### config.mk
export PLATFORM = sky130hd
export DESIGN_NAME = quiz_sequencer
export DESIGN_NICKNAME = d
export VERILOG_FILES = /design/src/rtl/quiz_pkg.sv /design/src/rtl/quiz_sequencer_tick_gen.sv /design/src/rtl/quiz_sequencer.sv
export SDC_FILE = /design/constraint.sdc
export NUM_CORES = 1
export LEC_CHECK = 0
export ABC_AREA = 1
export CELL_PAD_IN_SITES_DETAIL_PLACEMENT = 2
export CELL_PAD_IN_SITES_GLOBAL_PLACEMENT = 2
export CORE_MARGIN = 2
export CORE_UTILIZATION = 35
export CTS_BUF_LIST = sky130_fd_sc_hd__clkbuf_8
export DETAILED_ROUTE_END_ITERATION = 10
export GPL_TIMING_DRIVEN = 0
export MAX_ROUTING_LAYER = met4
export PLACE_DENSITY = 0.94
export SKIP_CTS_REPAIR_TIMING = 1
export SLEW_MARGIN = 0
export SYNTH_ARGS = -nofsm -noshare
export SYNTH_HDL_FRONTEND = slang
export SYNTH_SLANG_ARGS = --single-unit
export TNS_END_PERCENT = 1
### constraint.sdc
create_clock -name Clock -period 2.53 [get_ports Clock]
set_clock_uncertainty 0.05 [all_clocks]
set_input_delay 0.759 -clock Clock [delete_from_list [all_inputs] [get_ports Clock]]
set_output_delay 0.759 -clock Clock [all_outputs]
set_load 0.05 [all_outputs]
### src/rtl/quiz_pkg.sv
// Shared definitions for the equation-round quiz sequencer.
//   TIME_W  : width of the seconds-left display value
//   state_t : sequencer state encoding
package quiz_pkg;

    localparam int unsigned TIME_W = 7;

    typedef enum logic [2:0] {
        S_IDLE,
        S_LOAD,
        S_WAIT,
        S_CHECK,
        S_NEXT,
        S_DONE
    } state_t;

endpackage

### src/rtl/quiz_sequencer_tick_gen.sv
// One-second tick prescaler for the quiz timer.
//   Clock : system clock
//   Reset : asynchronous, active-high
//   clear : forces the count back to 0 and suppresses the tick
//   tick  : one-cycle pulse when the count reaches TICK_DIV-1
module tick_gen #(
    parameter int unsigned TICK_DIV = 50000000
) (
    input  logic Clock,
    input  logic Reset,
    input  logic clear,
    output logic tick
);

    localparam int unsigned CW = (TICK_DIV > 1) ? $clog2(TICK_DIV) : 1;
    localparam logic [CW-1:0] LAST = CW'(TICK_DIV - 1);

    logic [CW-1:0] count;

    always_ff @(posedge Clock or posedge Reset) begin
        if (Reset) begin
            count <= '0;
        end else if (clear || count == LAST) begin
            count <= '0;
        end else begin
            count <= count + 1'b1;
        end
    end

    assign tick = !clear && (count == LAST);

endmodule

### src/rtl/quiz_sequencer.sv
// Game-phase controller for the equation round: presents NUM_Q questions,
// collects answers on Go presses, enforces time and try limits, keeps score.
//   Clock, Reset : system clock, asynchronous active-high reset
//   Start        : game enable level
//   Go           : synchronised answer-submit key (level)
//   DataIn       : player answer
//   Expected     : correct answer for question QIdx
//   QIdx         : current question index
//   EqEnable     : question live (LOAD, WAIT, CHECK)
//   NewQ         : pulse, question QIdx loaded
//   Correct      : pulse, answer accepted
//   Wrong        : sticky, some question failed this game
//   TimeLeft     : seconds remaining for current question
//   Score        : questions answered correctly
//   Busy         : not IDLE and not DONE
//   Done         : in DONE
module quiz_sequencer
    import quiz_pkg::*;
#(
    parameter int unsigned NUM_Q     = 3,
    parameter int unsigned TICK_DIV  = 50000000,
    parameter int unsigned Q_TIME    = 20,
    parameter int unsigned MAX_TRIES = 3
) (
    input  logic              Clock,
    input  logic              Reset,
    input  logic              Start,
    input  logic              Go,
    input  logic [7:0]        DataIn,
    input  logic [7:0]        Expected,
    output logic [1:0]        QIdx,
    output logic              EqEnable,
    output logic              NewQ,
    output logic              Correct,
    output logic              Wrong,
    output logic [TIME_W-1:0] TimeLeft,
    output logic [2:0]        Score,
    output logic              Busy,
    output logic              Done
);

    state_t     state;
    state_t     state_d;
    logic       go_q;
    logic       go_rise;
    logic       tick;
    logic       clear;
    logic       ans_ok;
    logic       last_try;
    logic       last_q;
    logic       abort;
    logic [2:0] tries;
    logic [7:0] ans;

    // The prescaler only runs while a question is being answered; a tick
    // landing in CHECK is simply not acted upon.
    assign clear = !(state == S_WAIT || state == S_CHECK);

    tick_gen #(
        .TICK_DIV(TICK_DIV)
    ) u_tick (
        .Clock(Clock),
        .Reset(Reset),
        .clear(clear),
        .tick (tick)
    );

    assign go_rise  = Go & ~go_q;
    assign ans_ok   = (ans == Expected);
    assign last_try = ({1'b0, tries} + 4'd1) >= 4'(MAX_TRIES);
    assign last_q   = (QIdx == 2'(NUM_Q - 1));
    assign abort    = !Start && (state inside {S_LOAD, S_WAIT, S_CHECK, S_NEXT});

    always_comb begin
        state_d = state;
        case (state)
            S_IDLE:  if (Start) state_d = S_LOAD;
            S_LOAD:  state_d = S_WAIT;
            S_WAIT: begin
                if (go_rise)
                    state_d = S_CHECK;
                else if (tick && TimeLeft == TIME_W'(1))
                    state_d = S_NEXT;
            end
            S_CHECK: state_d = (ans_ok || last_try) ? S_NEXT : S_WAIT;
            S_NEXT:  state_d = last_q ? S_DONE : S_LOAD;
            S_DONE:  if (!Start) state_d = S_IDLE;
            default: state_d = S_IDLE;
        endcase
        if (abort)
            state_d = S_IDLE;
    end

    // Status flags are decoded from the next state so they line up with
    // the state register rather than lagging it by a cycle.
    always_ff @(posedge Clock or posedge Reset) begin
        if (Reset) begin
            state    <= S_IDLE;
            go_q     <= 1'b1;
            QIdx     <= '0;
            TimeLeft <= '0;
            Score    <= '0;
            Wrong    <= 1'b0;
            tries    <= '0;
            ans      <= '0;
            NewQ     <= 1'b0;
            Correct  <= 1'b0;
            EqEnable <= 1'b0;
            Busy     <= 1'b0;
            Done     <= 1'b0;
        end else begin
            state    <= state_d;
            go_q     <= Go;
            NewQ     <= (state_d == S_LOAD);
            EqEnable <= (state_d inside {S_LOAD, S_WAIT, S_CHECK});
            Busy     <= !(state_d inside {S_IDLE, S_DONE});
            Done     <= (state_d == S_DONE);
            Correct  <= 1'b0;

            if (abort) begin
                TimeLeft <= '0;
            end else begin
                case (state)
                    S_IDLE: begin
                        if (Start) begin
                            Score <= '0;
                            Wrong <= 1'b0;
                            QIdx  <= '0;
                        end
                    end
                    S_LOAD: begin
                        TimeLeft <= TIME_W'(Q_TIME);
                        tries    <= '0;
                    end
                    S_WAIT: begin
                        // An answer beats a simultaneous tick.
                        if (go_rise) begin
                            ans <= DataIn;
                        end else if (tick) begin
                            if (TimeLeft == TIME_W'(1)) begin
                                TimeLeft <= '0;
                                Wrong    <= 1'b1;
                            end else begin
                                TimeLeft <= TimeLeft - 1'b1;
                            end
                        end
                    end
                    S_CHECK: begin
                        if (ans_ok) begin
                            Correct <= 1'b1;
                            if (Score < 3'(NUM_Q))
                                Score <= Score + 3'd1;
                        end else if (last_try) begin
                            Wrong <= 1'b1;
                        end else begin
                            tries <= tries + 3'd1;
                        end
                    end
                    S_NEXT: begin
                        if (!last_q)
                            QIdx <= QIdx + 2'd1;
                    end
                    default: ;
                endcase
            end
        end
    end

endmodule

==> summary.md, run 1 <==
| Metric | Value |
|---|---|
| Slew HR | `61.4%` |
| WS Path Type | `reg -> out` |
| Fraction of registers with async set/reset | `100%` |
| Minimum clock period | `2.45 ns` |
| Pins Over Slew Limit | `0` |
| Number of library cell types mapped by synthesis | `36` |
| Root buffer cell | `clkbuf_8` |
| Status | `completed` |
| H-tree lvl count | `3` |
| TritonCTS buffer count | `9` |
| Final HPWL DP | `8410 um` |
| Register area | `approximately 1500 um2` |
| Worst VDD drop | `0.410 mV` |
| Clock buffer depth | `2` |
| Synth Warn # | `0` |
| Setup violators final | `0` |
| RSZ-0062 raised after global routing | `false` |
| Most frequent cells in the layout | `nand2_1, nor2_1, dfrtp_1` |
| Die width | `between 100 and 150 um` |
| Layout cells sized above 1 | `approximately an eighth` |
| Die area | `10500 um2` |
| CTS tree | `yes` |
| Fin. Hold Viols | `0` |
| Worst min path class | `reg -> reg` |
| Antenna violations before repair | `0` |
| Initial Utilization | `36.4%` |
| Syn_area_per_cell | `8.00 um2` |
| Hold path start | `u_tick.count[0]` |
| Syn-to-layout area delta | `21.1%` |
| Crit. Startpoint | `TimeLeft[2]` |
| Pre-CTS WS | `-0.0456 ns` |
| Post-route clock period utilization | `96.7%` |
| Max FO, Critical Path | `5` |
| Final wirelength | `about 12000 um` |
| PortBufs | `37` |
| Primary FF master, synth | `dfrtp_1` |
| Synth Instances | `424` |
| CP delay by family, top | `buffers and inverters` |
| EDFF count, synth | `0` |
| First-pass GRT wire length | `~19000 um` |
| RD Place Congestion | `between 0.8 and 0.9` |
| Combinational group share of total power | `48.7%` |
| Layout Nets | `500` |
| Endpoint class of the critical path | `output port` |
| Most common cell after layout, fill and taps aside | `nand2_1` |
| First-iteration detailed-routing DRC count | `about 120` |
| Placement-stage cell area | `3940 um2` |
| Post-synthesis instance area | `approximately 3400 um2` |
| Clock share of power | `a little under a fifth` |
| Pwr/cell area | `approximately 1000 nW/um2` |
| CTS clock-pin slew for the worst setup and hold paths | `about 0.07 ns` |
| Antenna fix cells | `0` |
| Total gr overflow | `0` |
| Cell taking the most area after synthesis | `dfrtp_1` |
| Int Power | `roughly 2.2 mW` |
| TritonRoute pass-1 iters | `4` |
| Io pins | `38` |
| Worst skew pair latency | `between 0.3 and 0.4 ns` |
| Net switching power | `1.95 mW` |
| Fillcell total | `1076` |
| Critical path's slowest cell | `clkdlybuf4s50_1` |
| Reg2reg start | `u_tick.count[7]` |
| Startpoint type of the worst setup path | `flop` |
| Total core area | `9330 um2` |
| GRT Overall Usage | `between 20% and 30%` |
| Worst Path Required | `~1.7 ns` |
| Num rows | `35` |
| Post-synth top area share | `between 40% and 50%` |
| Drc violations | `0` |
| Worst EP arrival | `approximately 1.6 ns` |
| Final ANT Viol Nets | `0` |
| Share of the yosys chip area belonging to registers | `~44%` |
| Final Cell Area | `just over 4000 um2` |
| Vias per cell | `5.07` |
| Critical path buffers and inverters | `1` |
| Peak per-stage delay on the critical path | `0.85 ns` |
| Switching Share | `a little under half` |
| Sequential share of power | `between 30 and 40%` |
| WL per Instance | `between 15 and 20 um` |
| Seq cells post-synth | `a little under 60` |
| Multi-input gate area | `1660 um2` |
| Highest clock rate | `about 0.4 GHz` |
| Die Ht | `slightly above 100 um` |
| Setup TNS | `0 ns` |
| Largest cells by area after synthesis | `dfrtp_1, nand2_1, nor2_1` |
| Least-Margin Pin Slew | `0.579 ns` |
| Maxcap violations | `0` |
| Vias in the first global route | `about 3.6k` |
| Final worst setup slack | `about 0.083 ns` |
| Clock tree sinks | `59` |
| Routed via count | `around 3.1k` |
| Final hold slack | `around 0.43 ns` |
| Leak Pwr | `1.81 nW` |
| Largest net degree at the start of global routing | `37` |
| Cell Chain, Critical Path | `clkdlybuf4s50_1` |
| Synthesized Nets | `about 450` |
[power by group through the flow]
stage	Combinational, mW	Sequential [mW]	Clock [mW]
final	2.00	1.34	0.776
after global routing	2.18	1.36	0.825
after CTS	2.01	1.34	0.790
after detailed placement	1.96	1.34	0
after global placement	1.82	1.32	0
after floorplan	1.05	1.62	0
[state kept, by name, indices dropped and copies added, names as in the netlist]
signal        cells
NewQ              1
Wrong             1
Done              1
QIdx              2
go_q              1
Correct           1
u_tick.count     26
tries             3
TimeLeft          7
EqEnable          1
Score             3
ans               8
state             3
Busy              1
[logic make-up after synthesis]
family	Yosys count	synth area share, %
xor gates and xnor gates	18	4.65
adders and majority gates	7	2.58
muxes	5	1.66
DFF	59	43.6
and+or+nand+nor	231	32.5
buffers and inverters	60	7.34
AOI/OAI and AO/OA	44	7.71
[layer usage]
layer  part of all wire (%)  routed length [um]  track usage [%]
met1                     43                5200             30.6
met2                     52                6240             44.6
met5                      0                   0                -
met3                    2.7                 322             3.63
met4                    1.6                 197             6.67
[final cells by class]
type | count | area share [%]
Multi-Input combinational cell | 305 | 40.5
Sequential cell | 59 | 36.0
Timing Repair Buffer | 38 | 9.51
Inverter | 55 | 5.03
Tap cell | 129 | 3.93
Clock buffer | 10 | 3.35
Buffer | 5 | 1.04
Clock inverter | 6 | 0.640
[path summary, 6_finish.rpt]
path	endpoint	slack, ns	cells after the start
max in group asynchronous	go_q	0.97	3
min in group asynchronous	ans[5]	0.77	2
worst min register to register	u_tick.count[0]	0.43	1
worst max register to register	u_tick.count[6]	0.52	11
worst min-delay path	u_tick.count[0]	0.43	1
worst max-delay path	TimeLeft[2]	0.08	1
[synth_stat cells, types with 2 or more instances]
cell       n
a21oi_1   22
a21oi_2    2
buf_4      3
dfrtp_1   58
ha_1       7
inv_1     48
inv_2      6
mux2_1     4
nand2_1   87
nand2_2    8
nand2_4    2
nand3_1   24
nand3_2    5
nand3b_1   2
nand4_1    8
nor2_1    66
nor2_2     2
nor2_4     8
nor3_1    12
nor3b_1    2
nor4_1     4
o21ai_0   10
o21ai_1    3
o21ai_2    3
xnor2_1   10
xor2_1     8
[worst register-to-register path, cell delays in order, from the launching register on]
cell     delay (ns)
dfrtp_1        0.42
inv_1          0.18
nand2_1        0.11
nor2_1         0.16
nand2_1        0.08
nor2_1         0.10
nand2_1        0.13
nand2_2        0.15
inv_1          0.14
buf_4          0.21
o21ai_0        0.10
a21oi_1        0.07
[through the flow]
step	std cells	power [mW]	util (%)
2_1_floorplan	424	2.67	-
6_report	607	4.11	44.0
3_5_place_dp	591	3.30	42.3
4_1_cts	607	4.14	44.0
3_3_place_gp	590	3.14	42.1
5_1_grt	607	4.37	44.0
Note: power is estimated with default switching activity, not from simulation.
==> run 2, diff against run 1 <==
--- a/config.mk
+++ b/config.mk
@@ -20,4 +20,4 @@
 export SYNTH_ARGS = -nofsm -noshare
 export SYNTH_HDL_FRONTEND = slang
 export SYNTH_SLANG_ARGS = --single-unit
-export TNS_END_PERCENT = 1
+export TNS_END_PERCENT = 20
==> results of run 2 <==
No change in the layout: final DEF, timing and power equal those of run 1.
==> run 3, diff against run 2 <==
--- a/config.mk
+++ b/config.mk
@@ -11,8 +11,8 @@
 export CORE_MARGIN = 2
 export CORE_UTILIZATION = 35
 export CTS_BUF_LIST = sky130_fd_sc_hd__clkbuf_8
+export CTS_CLUSTER_SIZE = 20
 export DETAILED_ROUTE_END_ITERATION = 10
-export GPL_TIMING_DRIVEN = 0
 export MAX_ROUTING_LAYER = met4
 export PLACE_DENSITY = 0.94
 export SKIP_CTS_REPAIR_TIMING = 1
==> summary.md, run 3 (synthesis gave the netlist of run 1 again) <==
| Metric | Value |
|---|---|
| Status | `completed` |
| Setup violators final | `0` |
| Sequential share of power | `approximately a third` |
| Reg2reg start | `u_tick.count[0]` |
| WL per Instance | `~21 um` |
| Startpoint type of the worst setup path | `flop` |
| Die area | `about 10000 um2` |
| Most common cell after layout, fill and taps aside | `nand2_1` |
| Worst reg2reg path endpoint | `u_tick.count[6]` |
| Final hold slack | `around 0.47 ns` |
| Placement-stage cell area | `a little under 4000 um2` |
| PortBufs | `37` |
| Vias in the first global route | `3708` |
| Most frequent cells in the layout | `nand2_1, nor2_1, dfrtp_1` |
| Maxcap violations | `0` |
| Peak per-stage delay on the critical path | `~0.85 ns` |
| Num rows | `35` |
| Fin. Hold Viols | `0` |
| Post-route clock period utilization | `approximately 98%` |
| Worst skew pair latency | `roughly 0.35 ns` |
| Pwr/cell area | `997 nW/um2` |
| Final Cell Area | `slightly above 4000 um2` |
| Routed via count | `between 3k and 4k` |
| Fillcell total | `between 1k and 1.5k` |
| Worst Path Required | `1.72 ns` |
| Combinational group share of total power | `between 40 and 50%` |
| Largest net degree at the start of global routing | `36` |
| Antenna violations before repair | `0` |
| RD Place Congestion | `about 0.84` |
| First-pass GRT wire length | `between 15000 and 20000 um` |
| CTS clock-pin slew for the worst setup and hold paths | `0.08 ns` |
| Highest clock rate | `slightly above 0.4 GHz` |
| Worst min path class | `reg -> reg` |
| Setup TNS | `0 ns` |
| Net switching power | `~2.0 mW` |
| CP delay by family, top | `buffers and inverters` |
| Critical path buffers and inverters | `1` |
| Minimum clock period | `about 2.5 ns` |
| Total gr overflow | `0` |
| Final wirelength | `about 13000 um` |
| Largest register FFs | `26` |
| Final HPWL DP | `slightly below 9000 um` |
| TritonCTS buffer count | `9` |
| Drc violations | `0` |
| CTS tree | `yes` |
| Leak Pwr | `1.80 nW` |
| Critical path's slowest cell | `clkdlybuf4s50_1` |
| WS Path Type | `reg -> out` |
| Switching Share | `approximately 48%` |
| Layout cells sized above 1 | `between 10% and 20%` |
| Reg2reg path depth | `8` |
| Final core utilization | `a little over two fifths` |
| Total core area | `roughly 9300 um2` |
| Root buffer cell | `clkbuf_8` |
| Setup slack, reg-to-reg | `about 0.33 ns` |
| H-tree lvl count | `3` |
| Worst VDD drop | `between 0.5 and 0.6 mV` |
| Largest reg by FF count | `u_tick.count` |
| Clock share of power | `a little under a fifth` |
| Clock buffer depth | `2` |
| Die width | `around 100 um` |
| Endpoint class of the critical path | `output port` |
| Int Power | `between 2 and 2.5 mW` |
| Initial Utilization | `a little over a third` |
| Final ANT Viol Nets | `0` |
| Die Ht | `about 100 um` |
| Pins Over Slew Limit | `0` |
| GRT Overall Usage | `26.5%` |
| CP Capture Point | `TimeLeft[2]` |
| Biggest regs | `u_tick.count x26, ans x8, TimeLeft x7` |
| Antenna fix cells | `0` |
| Clock tree sinks | `slightly below 60` |
| Crit. Startpoint | `TimeLeft[2]` |
| Syn-to-layout area delta | `20.9%` |
| Tot Pwr | `4.09 mW` |
| Io pins | `38` |
| Slew HR | `63.2%` |
| Max FO, Critical Path | `5` |
| Cell Chain, Critical Path | `clkdlybuf4s50_1` |
| Path length in cells of the critical path | `1` |
| Vias per cell | `5.23` |
| Worst EP arrival | `roughly 1.7 ns` |
| TritonRoute pass-1 iters | `4` |
| RSZ-0062 raised after global routing | `false` |
| Least-Margin Pin Slew | `0.551 ns` |
| Layout Nets | `500` |
| First-iteration detailed-routing DRC count | `between 100 and 150` |
-- run 3: power by group through the flow --
stage	sequential (mW)	clock, mW	combinational (mW)
floorplan	1.62	0	1.05
global placement	1.32	0	1.78
detailed placement	1.34	0	1.94
CTS	1.34	0.773	2.00
global route	1.36	0.807	2.16
finish	1.34	0.758	1.99
-- run 3: cell type report --
class                      instances  area (um2)  area share (%)
clock buffer                       9         124            3.02
tap                              129         161            3.94
clock inverter                     7        37.5           0.916
inverter                          55         206            5.04
sequential                        59        1480            36.1
timing repair buffer              43         428            10.4
multi-input combinational        305        1660            40.6
-- run 3: worst min path at each step --
stage / from / endpoint / slack, ns / depth (start not counted)
2_1_floorplan: u_tick.count[0] / u_tick.count[0] / 0.38 / 1
3_3_place_gp: u_tick.count[0] / u_tick.count[0] / 0.40 / 1
3_5_place_dp: u_tick.count[0] / u_tick.count[0] / 0.41 / 1
4_1_cts: u_tick.count[0] / u_tick.count[0] / 0.46 / 1
5_1_grt: u_tick.count[0] / u_tick.count[0] / 0.49 / 1
6_report: ans[4] / ans[4] / 0.47 / 1
-- run 3: metrics by stage --
step                worst slack (ns)  std cells
floorplan                      0.266        424
global placement               0.177        591
detailed placement           -0.0595        591
CTS                           0.0580        607
global route                  0.0305        607
finish                        0.0630        607
-- run 3: layer usage --
metal  vias to the layer above  part of all wire, %  wire length [um]  global-route usage, %
met2                        67                   52              6510                   45.7
met4                         0                  3.0               380                   11.0
li1                       1452                    -                 -                      -
met5                         -                    0                 0                      -
met1                      1624                   42              5270                   30.4
met3                        33                  3.0               381                   4.38
